[config.mk]
export PLATFORM = sky130hd
export DESIGN_NAME = serial_half_mixer
export DESIGN_NICKNAME = d
export VERILOG_FILES = /design/src/rtl/serial_half_mixer.sv
export SDC_FILE = /design/constraint.sdc
export NUM_CORES = 2
export LEC_CHECK = 0
export BUFFER_PORTS_ARGS = -buffer_cell sky130_fd_sc_hd__buf_4
export CAP_MARGIN = 20
export CELL_PAD_IN_SITES_DETAIL_PLACEMENT = 1
export CELL_PAD_IN_SITES_GLOBAL_PLACEMENT = 2
export CORE_AREA = 2 2 303 305
export CTS_BUF_LIST = sky130_fd_sc_hd__clkbuf_16
export CTS_CLUSTER_DIAMETER = 200
export CTS_CLUSTER_SIZE = 14
export DETAILED_ROUTE_END_ITERATION = 10
export DIE_AREA = 0 0 305 307
export GPL_ROUTABILITY_DRIVEN = 1
export PLACE_DENSITY_LB_ADDON = 0.15
export REMOVE_ABC_BUFFERS = 1
export SYNTH_ARGS = -nofsm -noshare
export SYNTH_HDL_FRONTEND = slang
export SYNTH_SLANG_ARGS = --single-unit
export TNS_END_PERCENT = 1
[constraint.sdc]
create_clock -name clk -period 3.85 [get_ports clk]
set_clock_uncertainty 0.2 [all_clocks]
set_input_delay 0.385 -clock clk [delete_from_list [all_inputs] [get_ports clk]]
set_output_delay 0.385 -clock clk [all_outputs]
set_load 0.005 [all_outputs]
[src/rtl/serial_half_mixer.sv]
// Column-serial half-round mixer: right_out = L ^ rho (^ K), left_out = R, one column per cycle.
// Key addition is built only when SERIAL_MIX_KEY_EN is defined.
module serial_half_mixer #(
    parameter int unsigned BLOCK_SIZE  = 256,
    parameter int unsigned SIDE_SIZE   = BLOCK_SIZE / 2,
    parameter int unsigned COLUMN_SIZE = SIDE_SIZE / 4
) (
    input  logic                 clk,
    input  logic                 rst,
    input  logic                 in_valid,
    output logic                 in_ready,
    input  logic [0:SIDE_SIZE-1] left_in,
    input  logic [0:SIDE_SIZE-1] right_in,
    input  logic [0:SIDE_SIZE-1] rho_in,
    input  logic [0:SIDE_SIZE-1] key_in,
    output logic                 out_valid,
    input  logic                 out_ready,
    output logic [0:SIDE_SIZE-1] left_out,
    output logic [0:SIDE_SIZE-1] right_out,
    output logic                 busy
);

    localparam int unsigned IDX_W = $clog2(SIDE_SIZE);

    localparam logic [1:0] IDLE = 2'd0;
    localparam logic [1:0] BUSY = 2'd1;
    localparam logic [1:0] DONE = 2'd2;

    logic [1:0]           state_q;
    logic [1:0]           state_d;
    logic [1:0]           col_q;
    logic [0:SIDE_SIZE-1] l_q;
    logic [0:SIDE_SIZE-1] r_q;
    logic [0:SIDE_SIZE-1] rho_q;
    logic [0:SIDE_SIZE-1] res_q;
    logic [0:SIDE_SIZE-1] res_d;
    logic [IDX_W-1:0]     base;

`ifdef SERIAL_MIX_KEY_EN
    logic [0:SIDE_SIZE-1] k_q;
`else
    logic unused_key;
    assign unused_key = ^key_in;
`endif

    // Next-state logic
    always_comb begin
        state_d = state_q;
        case (state_q)
            IDLE:    if (in_valid) state_d = BUSY;
            BUSY:    if (col_q == 2'd3) state_d = DONE;
            DONE:    if (out_ready) state_d = IDLE;
            default: state_d = IDLE;
        endcase
    end

    // Result register with the current column replaced by its mixed value
    always_comb begin
        base  = IDX_W'(col_q) * IDX_W'(COLUMN_SIZE);
        res_d = res_q;
`ifdef SERIAL_MIX_KEY_EN
        res_d[base +: COLUMN_SIZE] = l_q[base +: COLUMN_SIZE] ^ rho_q[base +: COLUMN_SIZE]
                                   ^ k_q[base +: COLUMN_SIZE];
`else
        res_d[base +: COLUMN_SIZE] = l_q[base +: COLUMN_SIZE] ^ rho_q[base +: COLUMN_SIZE];
`endif
    end

    // State, handshake flags and datapath registers
    always_ff @(posedge clk) begin
        if (rst) begin
            state_q   <= IDLE;
            in_ready  <= 1'b1;
            out_valid <= 1'b0;
            busy      <= 1'b0;
            col_q     <= 2'd0;
            l_q       <= '0;
            r_q       <= '0;
            rho_q     <= '0;
            res_q     <= '0;
            left_out  <= '0;
            right_out <= '0;
`ifdef SERIAL_MIX_KEY_EN
            k_q       <= '0;
`endif
        end else begin
            state_q   <= state_d;
            in_ready  <= (state_d == IDLE);
            out_valid <= (state_d == DONE);
            busy      <= (state_d == BUSY);
            case (state_q)
                IDLE: begin
                    if (in_valid) begin
                        l_q   <= left_in;
                        r_q   <= right_in;
                        rho_q <= rho_in;
                        col_q <= 2'd0;
`ifdef SERIAL_MIX_KEY_EN
                        k_q   <= key_in;
`endif
                    end
                end
                BUSY: begin
                    res_q <= res_d;
                    col_q <= col_q + 2'd1;
                    // Outputs only change when the last column lands
                    if (col_q == 2'd3) begin
                        left_out  <= r_q;
                        right_out <= res_d;
                    end
                end
                default: ;
            endcase
        end
    end

endmodule

; Yosys cells after proc, flatten, opt, wreduce, memory -nomap -nowiden
; Index checks and enable logic that the tools add are counted.
[totals]
in_bits = 516
regBits = 775
ram_bits = 0
output_inout_bits = 259
latchBits = 0
romBits = 0
n_memories = 0
[op_classes]
n_addsub = 2
multipliers = 0
div_mod_pow = 0
reduce_logical = 6
bitwise = 2
mux = 7
shifts = 4
order_cmp = 0
eq_ne = 6
[ops]
columns = cell, count
row1 = 128-bit by 8-bit indexed part select with 129-bit output, 2
row2 = "129-bit by 9-bit variable shift with 128-bit output, first input constant", 1
row3 = 129-bit by 9-bit indexed part select with 128-bit output, 1
row4 = 128-bit bitwise mux, 1
row5 = 32-bit bitwise XOR, 1
row6 = 8-bit negator with 9-bit output, 1
row7 = 2-bit 2-to-1 mux, 4
row8 = 7-bit NOT with 8-bit output, 1
row9 = "2-bit equality test, second input constant", 3
row10 = 2-bit case mux with 3 select lines, 1
row11 = 2-bit AND reduction, 3
row12 = "2-bit by 1-bit equality test with 1-bit output, second input constant", 2
row13 = 2-bit logical NOT, 2
row14 = 2-bit case mux with 2 select lines, 1
row15 = "2-bit by 1-bit adder with 2-bit output, second input constant", 1
row16 = "2-bit inequality test, second input constant", 1
row17 = 2-bit nonzero test, 1

; Longest topological paths before layout
[depth]
word_depth = 5
depth_mapped = 7
mapped_depth_nobuf = 5

; Worst setup path before layout
; OpenSTA, ideal clock, no wires.
[synth_path]
kind = register -> register
startpoint = register col_q[1]
endpoint = register right_out[51] (netlist name)
t_required_ps = 3518
synth_period_minus_slack_ps = 1822
t_arrival_ps = 1490
path_stages_with_launch = 8
setup_slack_ps = 2028
path_cell_list = dfxtp_1 > inv_2 > ha_1 > and3b_1 > buf_2 > buf_1 > a221oi_1 > nor3_1
[synth_between]
elab_chain_len = 5
elab_cells_between_ends = 10
classes_between = add/sub (1) / eq/ne (1) / shift (4) / mux (1) / bitwise (2) / reduce/logical (1)
[synth_rtl]
columns = item, line
row1 = start: declaration, 31  ; logic [1:0] col_q;
row2 = start signal: assignment, 105  ; col_q <= col_q + 2'd1;
row3 = 7-bit NOT with 8-bit output (implied by the code), 65  ; res_d[base +: COLUMN_SIZE] = l_q[base +: COLUMN_SIZE] ^ rho_q[base +: COLUMN_SIZE];
row4 = 128-bit by 8-bit indexed part select with 129-bit output, 65
row5 = 32-bit bitwise XOR, 65
row6 = 129-bit by 9-bit indexed part select with 128-bit output, 65
row7 = 128-bit bitwise mux, 65
row8 = end signal: assignment, 109  ; right_out <= res_d;
row9 = end: declaration, 19  ; output logic [0:SIDE_SIZE-1] right_out,
; Several ways; a longest one is shown, not always the timed one.
; A chain may end at the register's enable or synchronous reset.

; Worst setup path after layout
[layout_path]
startpoint = register col_q[1]
endpoint = register right_out[85] (netlist name)
; Same word-level chain as after synthesis.

==> flow_summary.toml <==
[routing]
wl_per_cell_um = 19.1
routed_via_density = 4.85
routed_wl_mm = 99.1
drc = 0
drt_iter0_drc = 1087
ant_nets = 0
vias = 25200
drtPass1Iterations = 4

[worst_setup_path]
end_kind = "register"
arrival_ns = 3.02
cp_top_family = "simple AND/OR/NAND/NOR gates"
reg2reg_to = "right_out[85]$_SDFFE_PP0P_"
cp-startpoint = "col_q[1]$_SDFFE_PP0P_"
cp-endpoint = "right_out[85]$_SDFFE_PP0P_"
startpoint_type = "register"
critical_path_depth = 5
critPathMaxStageDelay_ns = 0.60
r2r-start = "col_q[1]$_SDFFE_PP0P_"
reg2reg_slack_ns = 1.09
cp.required_ns = 4.11
cp_cell_sequence = "ha_1 -> nand3b_4 -> buf_4 -> a221oi_1 -> nor3_1"
crit_buf_inv = 1
crit_path_top_delay_cell = "nand3b_4"
critPathKind = "reg -> reg"
reg2reg_depth = 5
worstPathMaxFanout = 43

[timing]
fmax_ghz = 0.362
period_minus_slack_ns = 2.76
max_slew_margin_pct = 29.0
fin_crit_sh_pct = 71.8
tightestPinTransition_ns = 1.06
setup_tns_ns = 0
rsz0062_at_grt = "false"
finalSetupViolCount = 0
final-hold-violation-count = 0
drv_slew = 0

[die]
row_count = 111
core-area_sq_mm = 0.0907
die_x_um = 305
die_h_um = 307
dieArea_sq_mm = 0.0936
initial_core_util_pct = 29.9
io_pins = 775

[flow_run]
cap_violations = 0

[power_and_ir_drop]
power_density_mw_per_mm2 = 404
peakVddDrop_mv = 0.269
power.leakage_nw = 15.6
p_total_mw = 15.3

[synthesis]
synth_top_family_by_area = "simple AND/OR/NAND/NOR gates"
syn_inst = 3125
synth_common_cells = "nand2_1, dfxtp_1, a21oi_1"
synth_ff_type = "dfxtp_1"
synth_compound_gate_area_share_pct = 17.3
synthDistinctLibCells = 30
synth_top_cell_area_share_pct = 54.8
mappedNetlistArea_sq_mm = 0.0271
synthAdderAreaFrac_pct = 0.185
synth_area_per_cell_sq_um = 8.68
synth.most_common_cell = "nand2_1"
yosysTopAreaCell = "dfxtp_1"
synth_area_leaders = "dfxtp_1, nand2_1, a21oi_1, xor2_1, a32o_1"
async_flop_share_pct = 0
muxShareOfSynthArea_pct = 0.0369
synth-simple-area-share_pct = 17.9
synth-xor-area-share_pct = 4.13
synth_seq_cells = 743
yosysWarnings = 0
synth_edf_count = 0
ys_seq_area_share_pct = 54.8

[global_routing]
grt_use_total_pct = 20.4
grt-ovfl-total = 0
antenna_found_initial = 18
grt_max_degree = 196
grt_pass1_wl_mm = 152
grt_pass1_vias = 26100

[clock_tree]
path_clk_slew_ns = 0.07
tritoncts = "done"
cts-hold-fix-buffers = 386
post_cts_buffers = 0
htree_levels = 2
cts_buffers = 59
cts-root-buf = "clkbuf_16"
ctsLongestPathBuffers = 3
cts.sinks = 743
ctsResizeCount = 0
insertion_delay_ns = 0.63

[layout]
area_growth_pct = 39.7
fin_nets = 4509
nFillCells = 10400
drive_gt1_share_pct = 19.0
layout.cells.non_filler = 5191

[placement]
port_buffers = 646
dp.cells = 4727
hpwl_mm = 64.2
gp_congestion = 0.801

[run_status]
status = "finished clean"

[hold_path]
hold_path_class = "in -> reg"
[state kept, by name, summed over array words and instances, names as in the netlist]
name,flops
rho_q,128
res_q,96
right_out,128
left_out,128
busy,1
l_q,128
out_valid,1
col_q,2
r_q,128
in_ready,1
state_q,2
[worst register-to-register path, stage by stage, from the launching register on]
cell and delay [ns]:
dfxtp_1 0.47, ha_1 0.29, nand3b_4 0.60, buf_4 0.60
a221oi_1 0.33, nor3_1 0.09
[stage by stage]
step | instance area, sq um | hold WS [ns] | setup WS (ns) | utilization, %
after CTS | 37800 | 0.0508 | 1.07 | 41.7
after detailed placement | 32400 | 0.246 | 1.09 | 35.8
after global routing | 37900 | 0.0383 | 0.895 | 41.8
after floorplan | 25600 | 0.226 | -7.82 | -
final | 37900 | 0.0272 | 1.09 | 41.8
after global placement | 32400 | 0.235 | 1.15 | 35.8
[placed cells by master (no fill, tap or decap)]
cell | Yosys | final
a32o_1 | 96 | 96
a21oi_2 | 0 | 1
buf_12 | 0 | 14
ha_1 | 4 | 4
or3b_4 | 0 | 1
nor4_4 | 1 | 1
a221oi_1 | 96 | 96
nor2_1 | 100 | 100
and3b_4 | 0 | 1
nor3_1 | 99 | 99
mux2i_1 | 1 | 1
a21o_1 | 1 | 1
nand3b_4 | 1 | 1
and3b_2 | 0 | 2
nor2_4 | 1 | 1
a22o_1 | 32 | 32
xor2_1 | 128 | 128
a21oi_4 | 0 | 2
buf_8 | 0 | 1
o21bai_1 | 1 | 1
nor3b_4 | 0 | 1
inv_2 | 2 | 2
nor2b_4 | 1 | 2
buf_4 | 4 | 666
nor3b_2 | 1 | 1
a22oi_1 | 1 | 1
clkinv_8 | 0 | 1
dlygate4sd3_1 | 0 | 386
nand2_1 | 1025 | 1025
clkbuf_16 | 0 | 61
dfxtp_1 | 743 | 743
a21oi_1 | 517 | 514
inv_1 | 4 | 5
diode_2 | 0 | 14
[metal layers]
layer | track usage (%) | part of all wire (%)
met5 | 0 | 0.095
met4 | 5.65 | 2.5
met3 | 5.31 | 5.8
met2 | 35.2 | 49
met1 | 25.0 | 43
[logic make-up after synthesis]
kind of cell,after synthesis
buffers and inverters,270
adder cells (fa/ha/maj),4
AO/OA/AOI/OAI,744
flip-flops,743
multiplexers,1
XOR/XNOR,128
AND/OR/NAND/NOR,1235
[worst min path at each step]
stage / startpoint / endpoint / slack (ns) / depth (start not counted)
after detailed placement: r_q[60]$_SDFFE_PP0P_ / left_out[60]$_SDFFE_PP0P_ / 0.25 / 2
after global placement: r_q[94]$_SDFFE_PP0P_ / left_out[94]$_SDFFE_PP0P_ / 0.24 / 2
after global routing: rst / rho_q[15]$_SDFFE_PP0P_ / 0.04 / 2
final: rst / rho_q[15]$_SDFFE_PP0P_ / 0.03 / 2
after CTS: rst / rho_q[94]$_SDFFE_PP0P_ / 0.05 / 2
after floorplan: r_q[0]$_SDFFE_PP0P_ / left_out[0]$_SDFFE_PP0P_ / 0.23 / 2
[layout make-up]
class                      count  area, sq um  area share, %
sequential                   743        14900           39.3
clock inverter                 2         20.0         0.0528
multi-input combinational   2112        10800           28.4
antenna                       14         35.0         0.0925
tap                         1186         1480           3.92
inverter                       6         22.5         0.0594
timing repair buffer        1067         9160           24.2
clock buffer                  61         1530           4.03
[power by group]
| part | total (mW) | internal [mW] | switching (mW) |
|---|---|---|---|
| Combinational | 1.68 | 0.794 | 0.882 |
| Clock | 5.55 | 2.78 | 2.77 |
| Sequential | 8.10 | 7.94 | 0.157 |
| Total | 15.3 | 11.5 | 3.81 |
Note: power is estimated with default switching activity, not from simulation.
